$ cat src/rtl/bias_add_sched_pkg.sv
// ============================================================================
// Module : bias_add_sched_pkg
// Brief  : Shared lane width, saturation bounds and FSM encoding.
// Rev    : 1.0
// ============================================================================
`default_nettype none

package bias_add_sched_pkg;

  localparam int LANE_W = 18;

  localparam logic signed [LANE_W-1:0] SAT_MAX = {1'b0, {(LANE_W-1){1'b1}}};
  localparam logic signed [LANE_W-1:0] SAT_MIN = {1'b1, {(LANE_W-1){1'b0}}};

  typedef enum logic [1:0] {
    ST_IDLE  = 2'd0,
    ST_RUN   = 2'd1,
    ST_DRAIN = 2'd2
  } state_t;

endpackage

`default_nettype wire

$ cat src/rtl/bias_add_sched_lane_sat.sv
// ============================================================================
// Module : bias_lane_sat
// Brief  : One lane: signed add, saturate to W bits, optional ReLU.
// Rev    : 1.0
// ============================================================================
`default_nettype none

module bias_lane_sat
  import bias_add_sched_pkg::*;
#(
  parameter int W       = LANE_W,
  parameter int RELU_EN = 1
) (
  input  logic [W-1:0] i_acc,
  input  logic [W-1:0] i_bias,
  output logic [W-1:0] o_res
);

  localparam logic [W-1:0] C_MAX = (W == LANE_W) ? SAT_MAX : {1'b0, {(W-1){1'b1}}};
  localparam logic [W-1:0] C_MIN = (W == LANE_W) ? SAT_MIN : {1'b1, {(W-1){1'b0}}};

  logic [W:0]   w_sum;
  logic [W-1:0] w_sat;

  assign w_sum = {i_acc[W-1], i_acc} + {i_bias[W-1], i_bias};

  // The two top bits of the W+1 bit sum disagree only on overflow.
  always_comb begin
    w_sat = w_sum[W-1:0];
    if (w_sum[W] != w_sum[W-1]) begin
      w_sat = w_sum[W] ? C_MIN : C_MAX;
    end
    o_res = w_sat;
    if ((RELU_EN != 0) && w_sat[W-1]) begin
      o_res = '0;
    end
  end

endmodule

`default_nettype wire

$ cat src/rtl/bias_add_sched.sv
// ============================================================================
// Module : bias_add_sched
// Brief  : Two-stage bias add / saturate / ReLU pipeline with layer-pass FSM.
// Rev    : 1.0
// ============================================================================
`default_nettype none

module bias_add_sched
  import bias_add_sched_pkg::*;
#(
  parameter int N_adder_tree  = 16,
  parameter int W             = LANE_W,
  parameter int N_GROUPS      = 4,
  parameter int PIX_PER_GROUP = 169,
  parameter int RELU_EN       = 1,
  localparam int GW = (N_GROUPS > 1) ? $clog2(N_GROUPS) : 1
) (
  input  logic                             clk,
  input  logic                             rst,
  input  logic                             start,
  input  logic [N_GROUPS*N_adder_tree*W-1:0] bias_all,
  input  logic [N_adder_tree*W-1:0]        in_data,
  input  logic                             in_valid,
  output logic                             in_ready,
  output logic [N_adder_tree*W-1:0]        out_data,
  output logic [GW-1:0]                    out_group,
  output logic                             out_valid,
  input  logic                             out_ready,
  output logic                             busy,
  output logic                             done
);

  localparam int PW = (PIX_PER_GROUP > 1) ? $clog2(PIX_PER_GROUP) : 1;
  localparam int VW = N_adder_tree * W;

  state_t          r_state;
  logic [PW-1:0]   r_pix_cnt;
  logic [GW-1:0]   r_grp_cnt;
  logic            r_s1_valid;
  logic [VW-1:0]   r_s1_data;
  logic [VW-1:0]   r_s1_bias;
  logic [GW-1:0]   r_s1_grp;

  logic [VW-1:0]   w_bias_sel;
  logic [VW-1:0]   w_res;
  logic            w_adv;
  logic            w_accept;
  logic            w_pix_wrap;
  logic            w_last_pix;

  assign w_adv      = !out_valid || out_ready;
  assign in_ready   = (r_state == ST_RUN) && w_adv;
  assign w_accept   = in_valid && in_ready;
  assign w_pix_wrap = (r_pix_cnt == PW'(PIX_PER_GROUP - 1));
  assign w_last_pix = w_pix_wrap && (r_grp_cnt == GW'(N_GROUPS - 1));
  assign busy       = (r_state != ST_IDLE);
  // Nothing is accepted in DRAIN, so an empty stage 1 means this is the last pixel.
  assign done       = (r_state == ST_DRAIN) && out_valid && out_ready && !r_s1_valid;

  always_comb begin
    w_bias_sel = '0;
    for (int g = 0; g < N_GROUPS; g++) begin
      if (r_grp_cnt == GW'(g)) begin
        w_bias_sel = bias_all[g*VW +: VW];
      end
    end
  end

  always_ff @(posedge clk) begin
    if (rst) begin
      r_state   <= ST_IDLE;
      r_pix_cnt <= '0;
      r_grp_cnt <= '0;
    end else begin
      case (r_state)
        ST_IDLE: begin
          if (start) begin
            r_state   <= ST_RUN;
            r_pix_cnt <= '0;
            r_grp_cnt <= '0;
          end
        end
        ST_RUN: begin
          if (w_accept) begin
            if (w_last_pix) begin
              r_state <= ST_DRAIN;
            end
            if (w_pix_wrap) begin
              r_pix_cnt <= '0;
              if (!w_last_pix) begin
                r_grp_cnt <= r_grp_cnt + 1'b1;
              end
            end else begin
              r_pix_cnt <= r_pix_cnt + 1'b1;
            end
          end
        end
        ST_DRAIN: begin
          if (done) begin
            r_state <= ST_IDLE;
          end
        end
        default: r_state <= ST_IDLE;
      endcase
    end
  end

  always_ff @(posedge clk) begin
    if (rst) begin
      r_s1_valid <= 1'b0;
      r_s1_data  <= '0;
      r_s1_bias  <= '0;
      r_s1_grp   <= '0;
      out_valid  <= 1'b0;
      out_data   <= '0;
      out_group  <= '0;
    end else if (w_adv) begin
      r_s1_valid <= w_accept;
      if (w_accept) begin
        r_s1_data <= in_data;
        r_s1_bias <= w_bias_sel;
        r_s1_grp  <= r_grp_cnt;
      end
      out_valid <= r_s1_valid;
      if (r_s1_valid) begin
        out_data  <= w_res;
        out_group <= r_s1_grp;
      end
    end
  end

  for (genvar i = 0; i < N_adder_tree; i++) begin : g_lane
    bias_lane_sat #(
      .W       (W),
      .RELU_EN (RELU_EN)
    ) u_lane (
      .i_acc  (r_s1_data[i*W +: W]),
      .i_bias (r_s1_bias[i*W +: W]),
      .o_res  (w_res[i*W +: W])
    );
  end

endmodule

`default_nettype wire
$ cat config.mk
export PLATFORM = sky130hd
export DESIGN_NAME = bias_add_sched
export DESIGN_NICKNAME = d
export VERILOG_FILES = /design/src/rtl/bias_add_sched_pkg.sv /design/src/rtl/bias_add_sched_lane_sat.sv /design/src/rtl/bias_add_sched.sv
export SDC_FILE = /design/constraint.sdc
export NUM_CORES = 2
export LEC_CHECK = 0
export CAP_MARGIN = 30
export CORE_AREA = 2 2 678 680
export CTS_CLUSTER_SIZE = 25
export DETAILED_ROUTE_END_ITERATION = 7
export DIE_AREA = 0 0 680 682
export PLACE_DENSITY = 0.37
export SETUP_SLACK_MARGIN = 0.02
export SLEW_MARGIN = 0
export SYNTH_ARGS = -nofsm -noshare
export SYNTH_HDL_FRONTEND = slang
export SYNTH_HIERARCHICAL = 1
export SYNTH_SLANG_ARGS = --single-unit
$ cat constraint.sdc
create_clock -name clk -period 2.8 [get_ports clk]
set_input_delay 0.42 -clock clk [delete_from_list [all_inputs] [get_ports clk]]
set_output_delay 0.42 -clock clk [all_outputs]
set_load 0.02 [all_outputs]
==> run_results.csv <==
group,metric,value,unit
global_routing,grt_max_degree,111,
yosys,synth_edf_count,0,
yosys,synth.area.mux_share,0.0120,
placed_design,routabilityCongestion,0.915,
yosys,synth-simple-area-share,0.248,
timing,period_minus_slack,2.86,ns
timing,hold_viol,0,
yosys,synth_fa_ha_area_frac,0.0687,
floorplan,num_rows,249,
setup_path,start_kind,"flop",
route,ant_nets,0,
floorplan,core_area,457000,um2
global_routing,grt_busiest_layer,"met2",
timing,setup_viol,1,
floorplan,die_height,682,um
timing,max_slew_margin,0.234,
global_routing,grt_use_total,0.167,
power_and_ir_drop,finalPower,39.9,mW
yosys,synth_nets,9266,
layout,nets,11000,
route,vias,63900,
route,avgViaCountPerCell,4.16,
timing,fin_skew,0.0681,ns
route,first_pass_iters,6,
timing,setup_ws,-0.0627,ns
yosys,synthTopCellsByCount,"nand2_1, dfxtp_1, a21oi_1",
floorplan,die-area,464000,um2
clocking,clock_sinks,882,
placed_design,dpl.hpwl,343000,um
setup_path,required,3.49,ns
global_routing,gr-usage-met3,0.0412,
clocking,cts_tree,"built",
route,wl_per_cell,26.6,um
clocking,cts_buffers,135,
global_routing,antenna_found_initial,139,
yosys,synth.distinct_cells,61,
layout,utilization,0.195,
yosys,synth_cells,7511,
yosys,synth_area_leaders,"dfxtp_1, nand2_1, a21oi_1",
power_and_ir_drop,vdd_ir_drop_max,0.376,mV
timing,worstMarginPinSlew,1.15,ns
global_routing,grtUsageMet1,0.211,
layout,syn2layout_area_growth,53.2,%
floorplan,ios,1739,
timing,rsz0062_at_grt,"true",
global_routing,grt_pass1_wl,545000,um
outcome,status,"finished, violations left",
clocking,cts_root_buf,"clkbuf_16",
yosys,yosysTopAreaCell,"dfxtp_1",
setup_path,crit_arrival,3.55,ns
yosys,synth-seq-cells,882,
yosys,ys_seq_area_frac,0.303,
clocking,clk_pin_slew,0.06,ns
yosys,async_flop_share,0,
route,wirelength,409000,um
timing,fmax,349,MHz
worst_hold_path,hold_path.class,"in2reg",
route,drc,0,
global_routing,grtUsageMet2,0.287,
outcome,failed_checks,"negative setup slack",
yosys,synth_compound_area_frac,0.276,
global_routing,overflow,0,
yosys,syn_avg_cell_area,7.75,um2
setup_path,critPathMaxFanout,25,
layout,drive_above_1_share,0.103,
floorplan,die_w,680,um
yosys,netlist.area_leader.share,0.303,
yosys,synth_top_family_by_area,"compound AO/OA/AOI/OAI gates",
layout,fill_cells,51500,
power_and_ir_drop,p_per_area,448,nW/um2
timing,finalMaxSlewViolations,0,
clocking,clk_latency,0.83,ns
yosys,synth_flop_cell,"dfxtp_1",
run,max_cap_viol_count,0,
route,drt-initial-drc-count,4354,
yosys,synth_xor_area_frac,0.0313,
timing,period_share,1.02,
clocking,clock_path_buffers,4,
power_and_ir_drop,p_leak,33.7,nW
yosys,yosys_warnings,6,
setup_path,end_kind,"flop",
setup_path,worstSetupPathType,"reg2reg",
floorplan,start_util,0.127,
placed_design,port_buffers,1738,
yosys,synth_area,58200,um2
clocking,htreeDepth,4,
timing,hold_ws,0.143,ns
global_routing,grt_pass1_vias,63100,
yosys,post-synth-top-count-cell,"nand2_1",
==> metrics by stage <==
stage | TNS, ns | worst slack [ns] | cell area [um2] | cells
after CTS | 0 | 0.0263 | 88900 | 15300
after detailed placement | -0.484 | -0.0715 | 84500 | 15100
after floorplan | 0 | 0.452 | 58200 | 7511
after global placement | -1.21 | -0.121 | 84500 | 15100
after global routing | 0 | 0.0167 | 89100 | 15300
final | -0.0627 | -0.0627 | 89200 | 15400
==> critical path: stages (launching register included) <==
cell      delay, ns
dfxtp_1        0.40
inv_1          0.13
ha_1           0.21
nor2b_4        0.15
buf_12         0.15
a221oi_1       1.03
o311a_1        0.31
buf_4          0.16
nor3_2         0.04
==> flip-flops by register name (all words and copies together), names as in the netlist <==
register and flops:
out_data 288, r_state 2, r_s1_valid 1, r_grp_cnt 2
r_pix_cnt 8, out_valid 1, out_group 2, r_s1_bias 288
r_s1_grp 2, r_s1_data 288
==> final cells by class <==
class | count | area, um2 | area share
inverter | 105 | 394 | 0.00442
clock inverter | 44 | 523 | 0.00586
timing repair buffer | 2153 | 21800 | 0.244
sequential | 882 | 17700 | 0.198
tap | 6024 | 7540 | 0.0845
antenna | 38 | 95.1 | 0.00107
clock buffer | 190 | 3890 | 0.0436
multi-input combinational | 5926 | 37300 | 0.418
==> path summary, 6_finish.rpt <==
check                startpoint        endpoint  slack, ns  cells after the start
setup / recovery   r_grp_cnt[0]  r_s1_bias[227]      -0.06                      8
hold / removal      in_data[95]   r_s1_data[95]       0.14                      3
setup reg to reg   r_grp_cnt[0]  r_s1_bias[227]      -0.06                      8
hold reg to reg   out_data[155]   out_data[155]       0.45                      2
==> where the power goes <==
part           total [mW]  leakage (nW)  internal (mW)  switching, mW
Sequential           13.7          7.18           13.1          0.533
Combinational        8.76          24.3           4.35           4.42
Clock                17.5          2.16           10.4           7.11
Total                39.9          33.7           27.8           12.1
==> what timing repair did <==
action,CTS,global route
endpoints found under the hold margin,16,0
hold buffers,1,0
endpoints found under the setup margin,27,121
pin swaps,0,8
setup buffers,0,3
cloned,0,3
resized for setup,13,42
==> cell usage in the layout, fill, tap and decap left out, types with 30 or more instances in the layout <==
master and n:
buf_4 321, nor3_1 133, a21oi_2 38, nand2_1 1693, ha_1 288, clkbuf_16 139
dfxtp_1 877, a21oi_1 824, o21ai_0 78, xor2_1 32, mux2i_1 48, o211ai_1 32
and3_1 35, a21o_1 64, diode_2 38, nand2b_1 94, a2111oi_0 30, a221oi_1 285
buf_12 99, nor2_1 484, or3_1 51, xnor2_1 176, o21ai_1 36, inv_1 105
o311a_1 288, nor3_2 172, o211a_1 33, nor2b_1 323, clkdlybuf4s50_1 1713, o31a_1 48
o21a_1 256
==> logic make-up after synthesis <==
kind of cell,after synthesis
xor+xnor,208
buf+inv,703
flops,882
other cells,16
fa+ha+maj,310
mux,64
simple gates,3090
compound gates,2238
==> routing by layer <==
| layer | vias up | routed length [um] |
|---|---|---|
| met5 | - | 359 |
| met4 | 56 | 7860 |
| met3 | 427 | 26800 |
| met2 | 1945 | 196000 |
| met1 | 31100 | 178000 |
| li1 | 30300 | - |
Power figures use the tool's default switching activity.
